<file path="config.mk">
export PLATFORM = sky130hd
export DESIGN_NAME = vdp_clk_reset_seq
export DESIGN_NICKNAME = d
export VERILOG_FILES = /design/src/rtl/vdp_clk_reset_seq.sv
export SDC_FILE = /design/constraint.sdc
export NUM_CORES = 1
export LEC_CHECK = 0
export CORE_UTILIZATION = 50
export CTS_CLUSTER_DIAMETER = 40
export DETAILED_ROUTE_END_ITERATION = 10
export PLACE_DENSITY_LB_ADDON = 0.1
export SYNTH_ARGS = -nofsm -noshare
export SYNTH_HDL_FRONTEND = slang
export SYNTH_SLANG_ARGS = --single-unit
</file>
<file path="constraint.sdc">
create_clock -name clk -period 1.6 [get_ports clk]
set_clock_uncertainty 0.2 [all_clocks]
set_input_delay 0.24 -clock clk [delete_from_list [all_inputs] [get_ports clk]]
set_output_delay 0.24 -clock clk [all_outputs]
set_load 0.1 [all_outputs]
</file>
<file path="src/rtl/vdp_clk_reset_seq.sv">
// Clock/reset sequencer for the VDP: synchronizes PLL lock, holds reset until lock has been
// stable, then generates clk/4 and clk/24 enables. Optional macro: VDP_LOCK_LOSS_RESET_EN.
module vdp_clk_reset_seq #(
  parameter int unsigned LOCK_STABLE_CYCLES = 4096
) (
  input  logic clk,
  input  logic reset_n,
  input  logic pll_lock,
  output logic sys_reset_n,
  output logic ready,
  output logic ce_div4,
  output logic ce_div24
);

  localparam int unsigned CntW = $clog2(LOCK_STABLE_CYCLES);
  localparam logic [CntW-1:0] CntLast = CntW'(LOCK_STABLE_CYCLES - 1);

  // RUN is the only encoding with bit 1 set, so the reset decode is a single flop output.
  typedef enum logic [1:0] {
    StWaitLock = 2'b00,
    StStable   = 2'b01,
    StRun      = 2'b10
  } state_e;

  state_e            state_q;
  logic              lock_m_q;
  logic              lock_s_q;
  logic [CntW-1:0]   stable_cnt_q;
  logic [4:0]        div_cnt_q;

  always_ff @(posedge clk) begin
    if (!reset_n) begin
      lock_m_q <= 1'b0;
      lock_s_q <= 1'b0;
    end else begin
      lock_m_q <= pll_lock;
      lock_s_q <= lock_m_q;
    end
  end

  always_ff @(posedge clk) begin
    if (!reset_n) begin
      state_q      <= StWaitLock;
      stable_cnt_q <= '0;
    end else begin
      case (state_q)
        StWaitLock: begin
          if (lock_s_q) begin
            state_q      <= StStable;
            stable_cnt_q <= '0;
          end
        end
        StStable: begin
          // A drop on the terminal-count cycle still counts as a failure.
          if (!lock_s_q) begin
            state_q <= StWaitLock;
          end else if (stable_cnt_q == CntLast) begin
            state_q <= StRun;
          end else begin
            stable_cnt_q <= stable_cnt_q + CntW'(1);
          end
        end
        StRun: begin
`ifdef VDP_LOCK_LOSS_RESET_EN
          if (!lock_s_q) begin
            state_q <= StWaitLock;
          end
`endif
        end
        default: state_q <= StWaitLock;
      endcase
    end
  end

  always_ff @(posedge clk) begin
    if (!reset_n || (state_q != StRun)) begin
      div_cnt_q <= 5'd0;
    end else if (div_cnt_q == 5'd23) begin
      div_cnt_q <= 5'd0;
    end else begin
      div_cnt_q <= div_cnt_q + 5'd1;
    end
  end

  assign sys_reset_n = state_q[1];
  assign ready       = state_q[1];
  assign ce_div4     = state_q[1] && (div_cnt_q[1:0] == 2'd3);
  assign ce_div24    = state_q[1] && (div_cnt_q == 5'd23);

endmodule

</file>
Word-level counts from Yosys, hierarchy flattened
Index checks and enable logic that the tools add are counted.
{"block": "totals", "ff_bits": 21, "romBits": 0, "elab_cells": 35, "output_inout_bits": 4, "latchBits": 0, "mem_bits_rw": 0, "input_bits": 3, "mem_count": 0}
{"block": "op_classes", "eq_ne": 10, "reduce_logical": 9, "multipliers": 0, "order_cmp": 0, "n_shift": 0, "add_sub_neg": 2, "muxes": 8, "bitwise": 1, "div": 0}
{"operator": "$mux W12", "n": 3}
{"operator": "$pmux W12 S2", "n": 1}
{"operator": "$add A12 B1 Y12 const B", "n": 1}
{"operator": "$eq A12 B12 Y1 const B", "n": 1}
{"operator": "$ne A2 B2 Y1 const B", "n": 4}
{"operator": "$mux W2", "n": 3}
{"operator": "$pmux W2 S3", "n": 1}
{"operator": "$add A5 B1 Y5 const B", "n": 1}
{"operator": "$eq A5 B5 Y1 const B", "n": 1}
{"operator": "$eq A2 B2 Y1 const B", "n": 2}
{"operator": "$reduce_and A4 Y1", "n": 1}
{"operator": "$ne A3 B3 Y1 const B", "n": 1}
{"operator": "$reduce_and A3 Y1", "n": 1}
{"operator": "$eq A2 B1 Y1 const B", "n": 1}
{"operator": "$logic_and A1 B1 Y1", "n": 2}
{"operator": "$logic_not A2 Y1", "n": 1}
{"operator": "$reduce_bool A2 Y1", "n": 1}
{"operator": "$reduce_or A2 Y1", "n": 1}
{"operator": "$logic_not A1 Y1", "n": 1}
{"operator": "$logic_or A1 B1 Y1", "n": 1}
{"operator": "$not A1 Y1", "n": 1}

Depth between registers and ports, before layout
Gate-level depths: netlist of run 1.
{"block": "logic_depth", "depth_word": 4, "mapped_depth": 6, "ltp_nobuf": 5}

Worst setup path before layout of run 1
Ideal clock, no wire load.
{"block": "synth_timing", "kind": "register -> output", "start": "reg state_q[1]", "end": "out ce_div24", "stages_incl_launch_ff": 2, "t_arrival_ns": 1.883, "path_slack_ns": -0.723, "n_path_buf": 0, "path_cell_list": "dfxtp_1 > and2_1"}
{"block": "synth_between", "elab_chain_len": 1}
{"element": "from (decl)", "line_no": "25", "text": "state_e state_q;"}
{"element": "from (signal assigned)", "line_no": "43", "text": "state_q <= StWaitLock;"}
{"element": "from (signal assigned)", "line_no": "49", "text": "state_q <= StStable;"}
{"element": "from (signal assigned)", "line_no": "56", "text": "state_q <= StWaitLock;"}
{"element": "$logic_and A1 B1 Y1", "line_no": "88", "text": "assign ce_div24 = state_q[1] && (div_cnt_q == 5'd23);"}
{"element": "to (decl)", "line_no": "12", "text": "output logic ce_div24"}
No other way between the ends.

Worst setup path after layout of run 1
{"block": "layout_timing", "start": "reg div_cnt_q[0]", "end": "out ce_div24"}
{"block": "layout_between", "elab_chain_len": 2}
{"element": "from (decl)", "line_no": "29", "text": "logic [4:0] div_cnt_q;"}
{"element": "from (signal assigned)", "line_no": "81", "text": "div_cnt_q <= div_cnt_q + 5'd1;"}
{"element": "$eq A5 B5 Y1", "line_no": "88"}
{"element": "$logic_and A1 B1 Y1", "line_no": "88"}
No other way between the ends.

==> results of run 1 <==
repair_timing:
item,in CTS,in global routing
gates resized for setup,16,24
endpoints found under the hold margin,0,0
pin swaps,6,17
setup buffers,1,8
gates cloned,0,1
setup endpoints to repair,10,14
logic make-up (layout without fill, tap and decap cells):
group | Yosys count | in the layout | synth area share, %
AND/OR/NAND/NOR | 54 | 54 | 31.2
AO/OA/AOI/OAI | 23 | 23 | 14.2
flip-flops | 21 | 21 | 43.3
buffers and inverters | 7 | 47 | 5.03
XOR/XNOR | 3 | 3 | 2.71
adder cells (fa/ha/maj) | 2 | 2 | 2.58
multiplexers | 1 | 1 | 1.03
cells in the final DEF, fill, tap and decap left out, drive strengths merged, types with 2 or more instances in the layout:
cell           Yosys  routed
clkdlybuf4s50      0       2
or3                4       4
xor2               2       2
nand2              9       9
nor3b              2       2
inv                2       2
ha                 2       2
a211oi             2       2
a21oi              9       9
nor2              10      10
dfxtp             21      21
o21ai              7       7
buf                4      39
nand3              6       6
clkbuf             1       4
nor3               3       3
and2               5       5
nand4              5       5
layer usage:
layer	global-route usage, %	vias up	wire [um]
li1	-	484	-
met1	32.8	511	1210
met2	50.4	55	1520
met3	4.31	20	181
met4	7.65	0	175
met5	0	-	0
worst min-delay path by stage:
stage / startpoint / endpoint / slack [ps] / cells after the start
after floorplan: pll_lock / lock_m_q / 170 / 1
after global placement: lock_m_q / lock_s_q / 220 / 1
after detailed placement: lock_m_q / lock_s_q / 220 / 1
after CTS: lock_m_q / lock_s_q / 260 / 1
after global routing: lock_m_q / lock_s_q / 260 / 1
final: lock_m_q / lock_s_q / 260 / 1
critical path: stages (launching register included):
cell,delay [ps]
dfxtp_2,380
ha_4,140
nand2_2,60
nor3b_2,200
and2_4,180
buf_12,160
power by group through the flow:
stage               Clock, uW  Combinational (uW)  Sequential [uW]
finish                    261                50.8              528
global route              284                53.1              528
CTS                       254                41.8              527
detailed placement          0                41.5              539
global placement            0                40.7              539
floorplan                   0                17.8              539
metrics by stage:
stage          TNS (ps)  cells  instance area (um^2)
6_report           -935    176                  1490
5_1_grt           -1830    176                  1490
4_1_cts            -452    168                  1340
3_5_place_dp       -208    163                  1260
3_3_place_gp          0    163                  1260
2_1_floorplan     -37.9    111                   978
cell type report:
type | count | area [um^2] | area share, %
clock buffers | 4 | 26.3 | 1.77
inverters | 2 | 7.51 | 0.505
repair buffers | 41 | 375 | 25.3
well taps | 25 | 31.3 | 2.10
multi-input cells | 83 | 609 | 41.0
flip-flops and latches | 21 | 437 | 29.4
state kept, by name (all words and copies together), names as in the netlist:
signal and cells:
lock_s_q 1, state_q 2, lock_m_q 1, stable_cnt_q 12, div_cnt_q 5
==> flow_summary_export.csv, run 1 <==
group,metric,value,unit
global_route,grt_pass1_wl,4200,um
critical_path,worstSetupEndpointType,"output pin",
layout,fillerInstances,104,
place,place_hpwl,1700,um
floorplanning,io_pins,7,
logic_synthesis,synth_fp_nets,116,
pwr,power_density,565,nW/um^2
floorplanning,start_util,55.0,%
critical_path,worstRegToRegCells,6,
pwr,ir_drop,540,uV
floorplanning,die_w,46.1,um
clocking,root_buffer,"clkbuf_4",
logic_synthesis,ys_seq_elements,21,
timing,maxSlewHeadroom,77.5,%
clocking,cts_sinks,21,
place,port-buffer-count,6,
hold_path,hold_path_class,"register to register",
timing,finalCritPeriodShare,118,%
pwr,p_leak,0.000539,uW
layout,area_growth,53.1,%
global_route,grt_max_degree,12,
route,drtIter0Drc,22,
timing,fin_ws,-284,ps
floorplanning,dieArea,2120,um^2
route,postRouteAntennaNets,0,
clocking,cts_buffers,3,
floorplanning,core_area,1760,um^2
logic_synthesis,yosys.area.top_type,"dfxtp_1",
clocking,cts_buffer_depth,2,
critical_path,startpoint,"div_cnt_q[0]",
logic_synthesis,syn_avg_cell_area,8.75,um^2
route,drc,0,
route,vias,1070,
route,dr.pass1.iters,4,
timing,period_needed,1880,ps
critical_path,crit-reg2reg-launch,"stable_cnt_q[0]",
logic_synthesis,yosysMostFrequentCell,"dfxtp_1",
critical_path,r2r-end,"stable_cnt_q[7]",
logic_synthesis,ys_async_sr_fraction,0,%
pwr,p_seq_share,62.8,%
route,vias_per_cell,6.08,
timing,tightest_slew,333,ps
critical_path,r2r_slack,-90,ps
pwr,netSwitchingPower,194,uW
layout,layout-drive-gt1-share,48.3,%
logic_synthesis,yosys_warnings,0,
place,dp_slack,-58.8,ps
timing,fmax,531,MHz
logic_synthesis,syn_area,971,um^2
pwr,intPower,646,uW
logic_synthesis,synth_common_cells,"dfxtp_1 (21), nor2_1 (10), a21oi_1 (9), nand2_1 (9)",
global_route,grt_pass1_vias,925,
critical_path,arrival,1440,ps
global_route,antenna_found_initial,0,
global_route,grt_use_total,27.5,%
pwr,comb_power_share,6.0,%
timing,finalSetupViolCount,12,
critical_path,worstPathRequired,1160,ps
clocking,htree_levels,1,
critical_path,endpoint,"ce_div24",
floorplanning,rows,15,
critical_path,start_kind,"register",
timing,maxSlewViolCount,0,
clocking,clk_pin_slew_worst_paths,120,ps
route,routed_wl,3080,um
layout,n_antenna_cell,0,
logic_synthesis,synth_edf_count,0,
timing,fin_hold_ws,259,ps
clocking,postCtsHoldBufs,0,
critical_path,crit_fanout,2,
clocking,tritoncts,"built",
global_route,grt-ovfl-total,0,
status,status,"finished, violations left",
place,routabilityCongestion,0.861,
job,maxCapViolCount,0,
logic_synthesis,ys_types,36,
timing,hold_violations,0,
logic_synthesis,yosys.area.top_type_share,43.3,%
logic_synthesis,synthTopCellsByArea,"dfxtp_1 (43%), a21oi_1 (4.6%), nor2_1 (3.9%)",
floorplanning,die_h,46.1,um
logic_synthesis,synthCells,111,
route,wl_per_cell,17.5,um
pwr,clockPowerShare,31.1,%
layout,fin_util,84.3,%
critical_path,crit_type,"register to output pin",
layout,num-nets-final,157,
logic_synthesis,ys_seq_area_share,43.3,%
timing,rsz0062_at_grt,"true",
pwr,power,840,uW
logic_synthesis,synth_ff_type,"dfxtp_1",
clocking,clk-insertion-delay-late,310,ps
status,violations,"negative setup slack",
pwr,switching_share,23.1,%
(Power assumes the default switching activity.)
==> run 2: changes to the inputs <==
Settings changed: SETUP_SLACK_MARGIN from default to 0.4.
==> run 2 against run 1 <==
Highest routed layer unchanged. Non-clock buffer count shrank 2. Sequential cell count is the same. Critical path depth is the same. Hold slack gained 0.78 ps. Routed wire length grew 20%. The flow still finishes with violations (negative setup slack).
==> flow_summary_export.csv, run 2 (same netlist as run 1, synthesis figures left out) <==
group,metric,value,unit
clocking,root_buffer,"clkbuf_4",
route,vias,1080,
clocking,tritoncts,"built",
timing,finalCritPeriodShare,118,%
floorplanning,die_w,46.1,um
critical_path,worstPathRequired,1160,ps
place,port-buffer-count,6,
route,wl_per_cell,21.3,um
global_route,grt_pass1_wl,4370,um
status,status,"finished, violations left",
clocking,htree_levels,1,
critical_path,crit_fanout,2,
floorplanning,dieArea,2120,um^2
layout,num-nets-final,155,
route,vias_per_cell,6.21,
clocking,clk_pin_slew_worst_paths,130,ps
layout,reg.largest.list,"stable_cnt_q x12, div_cnt_q x5, state_q x2",
floorplanning,start_util,55.0,%
pwr,power_density,537,nW/um^2
layout,ff_latch_area,440,um^2
floorplanning,io_pins,7,
layout,top_register,"stable_cnt_q",
route,dr.pass1.iters,4,
pwr,ir_drop,707,uV
floorplanning,core_area,1760,um^2
global_route,antenna_found_initial,0,
clocking,cts_sinks,21,
critical_path,worstSetupEndpointType,"output pin",
clocking,cts_buffers,3,
timing,fin_ws,-287,ps
timing,rsz0062_at_grt,"true",
place,place_hpwl,1540,um
pwr,p_leak,0.000557,uW
clocking,cts_buffer_depth,2,
job,maxCapViolCount,0,
timing,tightest_slew,414,ps
critical_path,cp_cell_sequence,"ha_4, nand2_4, nor3b_4, and2_4, buf_12",
critical_path,start_kind,"register",
timing,period_needed,1890,ps
global_route,grt_max_degree,13,
layout,multi_input_area,684,um^2
critical_path,arrival,1450,ps
route,routed_wl,3710,um
layout,fillerInstances,88,
timing,fmax,530,MHz
place,dp_slack,-64.1,ps
hold_path,hold_path_class,"primary input to register",
global_route,grt_use_total,29.6,%
layout,largest_reg_flops,12,
global_route,grt-ovfl-total,0,
route,drc,0,
timing,fin_hold_ws,260,ps
timing,finalSetupViolCount,16,
timing,maxSlewHeadroom,72.3,%
critical_path,crit_path_top_delay_cell,"dfxtp_2",
critical_path,cp_num_buf_inv,1,
status,violations,"negative setup slack",
timing,maxSlewViolCount,0,
route,postRouteAntennaNets,0,
route,drtIter0Drc,50,
global_route,grt_pass1_vias,952,
floorplanning,die_h,46.1,um
clocking,postCtsHoldBufs,0,
place,routabilityCongestion,0.879,
place,placed_area,1230,um^2
layout,n_antenna_cell,0,
layout,fin_area,1570,um^2
critical_path,crit_type,"register to output pin",
layout,mostFrequentLayoutCell,"buf_4",
layout,area_growth,61.9,%
clocking,clk-insertion-delay-late,320,ps
layout,layout-drive-gt1-share,57.0,%
critical_path,slowest_delay,380,ps
critical_path,cpLargestDelayFamily,"simple AND/OR/NAND/NOR gates",
floorplanning,rows,15,
timing,hold_violations,0,
critical_path,r2r_slack,-190,ps
layout,layout_common_cells,"buf_4 (24), dfxtp_2 (10), dfxtp_1 (9), buf_6 (9), nand2_1 (8)",
==> run 2: cell count changes in the layout (fill, tap and decap cells not counted), moves of 3 or more <==
cell,previous run,this run
buf_4,30,24
dfxtp_2,7,10
buf_6,4,9
dfxtp_1,12,9
==> run 2: per-layer routing <==
metal	track usage (%)	vias up	share of wire [%]
li1	-	480	-
met1	33.6	504	39
met2	54.1	80	50
met3	2.75	16	7.3
met4	15.3	0	3.4
met5	0	-	0
==> run 2: worst paths after layout <==
| check | cells after the start | from | to |
|---|---|---|---|
| max reg2reg | 5 | stable_cnt_q[6] | stable_cnt_q[1] |
| max | 5 | div_cnt_q[1] | ce_div24 |
| min reg2reg | 1 | lock_m_q | lock_s_q |
| min | 2 | reset_n | lock_s_q |
==> run 2: layout make-up <==
cell class                      count  share of cell area [%]
Multi-Input combinational cell     83                    43.6
Clock buffer                        3                    1.43
Clock inverter                      1                   0.318
Inverter                            2                   0.478
Sequential cell                    21                    28.0
Tap cell                           25                    1.99
Timing Repair Buffer               39                    24.2
==> run 2: per-stage QoR <==
| stage | instances | TNS, ps | power [uW] | util [%] |
|---|---|---|---|---|
| 3_5_place_dp | 154 | -170 | 573 | 69.6 |
| 5_1_grt | 174 | -3660 | 872 | 89.1 |
| 6_report | 174 | -2140 | 844 | 89.1 |
| 4_1_cts | 168 | -466 | 835 | 81.8 |
| 2_1_floorplan | 111 | -24.8 | 559 | - |
| 3_3_place_gp | 154 | -1.79 | 572 | 69.6 |
==> run 2: worst register-to-register path: cells and delay by family, from the launching register on <==
| family | cells | cell delay [ps] |
|---|---|---|
| DFF | 1 | 380 |
| buffers and inverters | 1 | 240 |
| muxes | 1 | 190 |
| and+or+nand+nor | 3 | 700 |
==> run 2: what timing repair did <==
action | 4_1_cts | 5_1_grt
gates resized for setup | 36 | 19
setup buffers | 9 | 6
endpoints found under the setup margin | 22 | 23
cloned | 1 | 0
pin swaps | 21 | 16
==> run 2: report_power, final <==
| group | total, uW | switching [uW] | internal (uW) |
|---|---|---|---|
| clock network | 270 | 176 | 93.5 |
| registers | 527 | 3.61 | 524 |
| logic | 46.9 | 27.4 | 19.5 |
==> run 3: changes to the inputs <==
Settings changed: PLACE_DENSITY_LB_ADDON 0.1 to 0.08, REMOVE_ABC_BUFFERS from default to 1.
==> run 3 against run 2 <==
Sequential cell count did not move. Critical path type unchanged. Largest cell class unchanged. Die area unchanged. Fmax shrank 2.4%. Combinational power is 8.1% higher. Clock power is 4% higher. The run still ends with negative setup slack left. Non-clock buffer count increased by 4. Via count up 6.2%.
==> flow_summary_export.csv, run 3 (same netlist as run 1, synthesis figures left out) <==
group,metric,value,unit
timing,fin_hold_ws,293,ps
global_route,grt-ovfl-total,0,
clocking,clk_pin_slew_worst_paths,130,ps
clocking,postCtsHoldBufs,0,
route,dr.pass1.iters,4,
route,vias_per_cell,6.44,
layout,n_antenna_cell,0,
critical_path,crit_path_top_delay_cell,"dfxtp_1",
clocking,cts_buffer_depth,2,
global_route,grt_max_degree,13,
global_route,grt_pass1_vias,981,
clocking,clk-insertion-delay-late,320,ps
layout,top_register,"stable_cnt_q",
critical_path,worstSetupEndpointType,"output pin",
global_route,grt_use_total,30.7,%
pwr,power_density,543,nW/um^2
critical_path,start_kind,"register",
floorplanning,rows,15,
clocking,cts_sinks,21,
pwr,power,859,uW
timing,maxSlewViolCount,0,
critical_path,crit_type,"register to output pin",
route,routed_wl,3780,um
timing,rsz0062_at_grt,"true",
pwr,netSwitchingPower,216,uW
route,vias,1147,
clocking,tritoncts,"built",
critical_path,worstPathRequired,1160,ps
status,violations,"negative setup slack",
route,drc,0,
floorplanning,core_area,1760,um^2
place,place_hpwl,1590,um
critical_path,cpLargestDelayFamily,"simple AND/OR/NAND/NOR gates",
clocking,root_buffer,"clkbuf_4",
timing,fin_ws,-335,ps
timing,hold_violations,0,
place,port-buffer-count,6,
layout,num-nets-final,159,
timing,maxSlewHeadroom,76.4,%
route,postRouteAntennaNets,0,
pwr,comb_power_share,5.9,%
timing,finalSetupViolCount,13,
pwr,switching_share,25.1,%
timing,finalCritPeriodShare,121,%
job,maxCapViolCount,0,
floorplanning,die_w,46.1,um
layout,layout_common_cells,"buf_4 (29), dfxtp_2 (10), dfxtp_1 (10), buf_6 (8), nand2_1 (7)",
clocking,htree_levels,1,
place,routabilityCongestion,0.878,
layout,layout-drive-gt1-share,59.5,%
pwr,clockPowerShare,32.6,%
layout,reg.largest.list,"stable_cnt_q x12, div_cnt_q x5, state_q x2",
global_route,antenna_found_initial,0,
timing,fmax,517,MHz
layout,mostFrequentLayoutCell,"buf_4",
global_route,grt_pass1_wl,4500,um
timing,period_needed,1930,ps
pwr,p_seq_share,61.5,%
pwr,intPower,644,uW
status,status,"finished, violations left",
floorplanning,io_pins,7,
critical_path,cp_cell_sequence,"nand2_4, nor3b_2, and2_4, buf_12",
critical_path,crit_fanout,3,
critical_path,slowest_delay,500,ps
timing,tightest_slew,354,ps
pwr,ir_drop,749,uV
floorplanning,die_h,46.1,um
route,wl_per_cell,21.2,um
clocking,cts_buffers,3,
pwr,p_leak,0.000573,uW
critical_path,cp_num_buf_inv,1,
critical_path,arrival,1490,ps
route,drtIter0Drc,54,
floorplanning,start_util,55.0,%
layout,largest_reg_flops,12,
floorplanning,dieArea,2120,um^2
hold_path,hold_path_class,"register to register",
layout,area_growth,63.1,%
[run 3: stage by stage]
stage	instances	setup TNS, ps	util [%]	worst slack [ps]	instance area, um^2
floorplan	106	-21830	-	-1400	930
global placement	163	0	71.2	5.38	1260
detailed placement	163	-41.3	71.2	-25.6	1260
CTS	175	-339	83.9	-231	1480
global route	178	-2510	89.8	-368	1580
finish	178	-2320	89.8	-335	1580
[run 3: area by class of cell]
class | count | area [um^2]
fillers | 81 | 180
repair buffers | 43 | 408
clock buffers | 3 | 22.5
clock inverters | 1 | 5.00
inverters | 2 | 7.51
multi-input cells | 83 | 673
flip-flops and latches | 21 | 437
well taps | 25 | 31.3
[run 3: repair_timing]
| item | in CTS | in global routing |
|---|---|---|
| gates resized for setup | 43 | 22 |
| cloned | 1 | 0 |
| buffers inserted | 7 | 3 |
| setup endpoints to repair | 22 | 23 |
| pin swaps | 28 | 10 |
[run 3: worst paths after layout]
path	start	endpoint	slack, ps	depth (start not counted)
worst max-delay path	div_cnt_q[2]	ce_div24	-330	4
worst min-delay path	stable_cnt_q[6]	stable_cnt_q[6]	290	1
worst max register to register	stable_cnt_q[0]	stable_cnt_q[4]	-220	7
worst min register to register	stable_cnt_q[6]	stable_cnt_q[6]	290	1
[run 3: metal layers]
layer	vias to the layer above	GRT usage, %	routed length (um)
li1	487	-	-
met1	544	36.7	1410
met2	84	53.2	1810
met3	32	5.88	314
met4	0	12.4	245
met5	-	0	0
[run 3: power by group through the flow]
stage	Combinational, uW	Sequential, uW	Clock (uW)
after floorplan	12.1	541	0
after CTS	43.1	529	268
final	50.7	529	280
after global routing	52.7	530	299
after global placement	35.7	540	0
after detailed placement	36.4	540	0
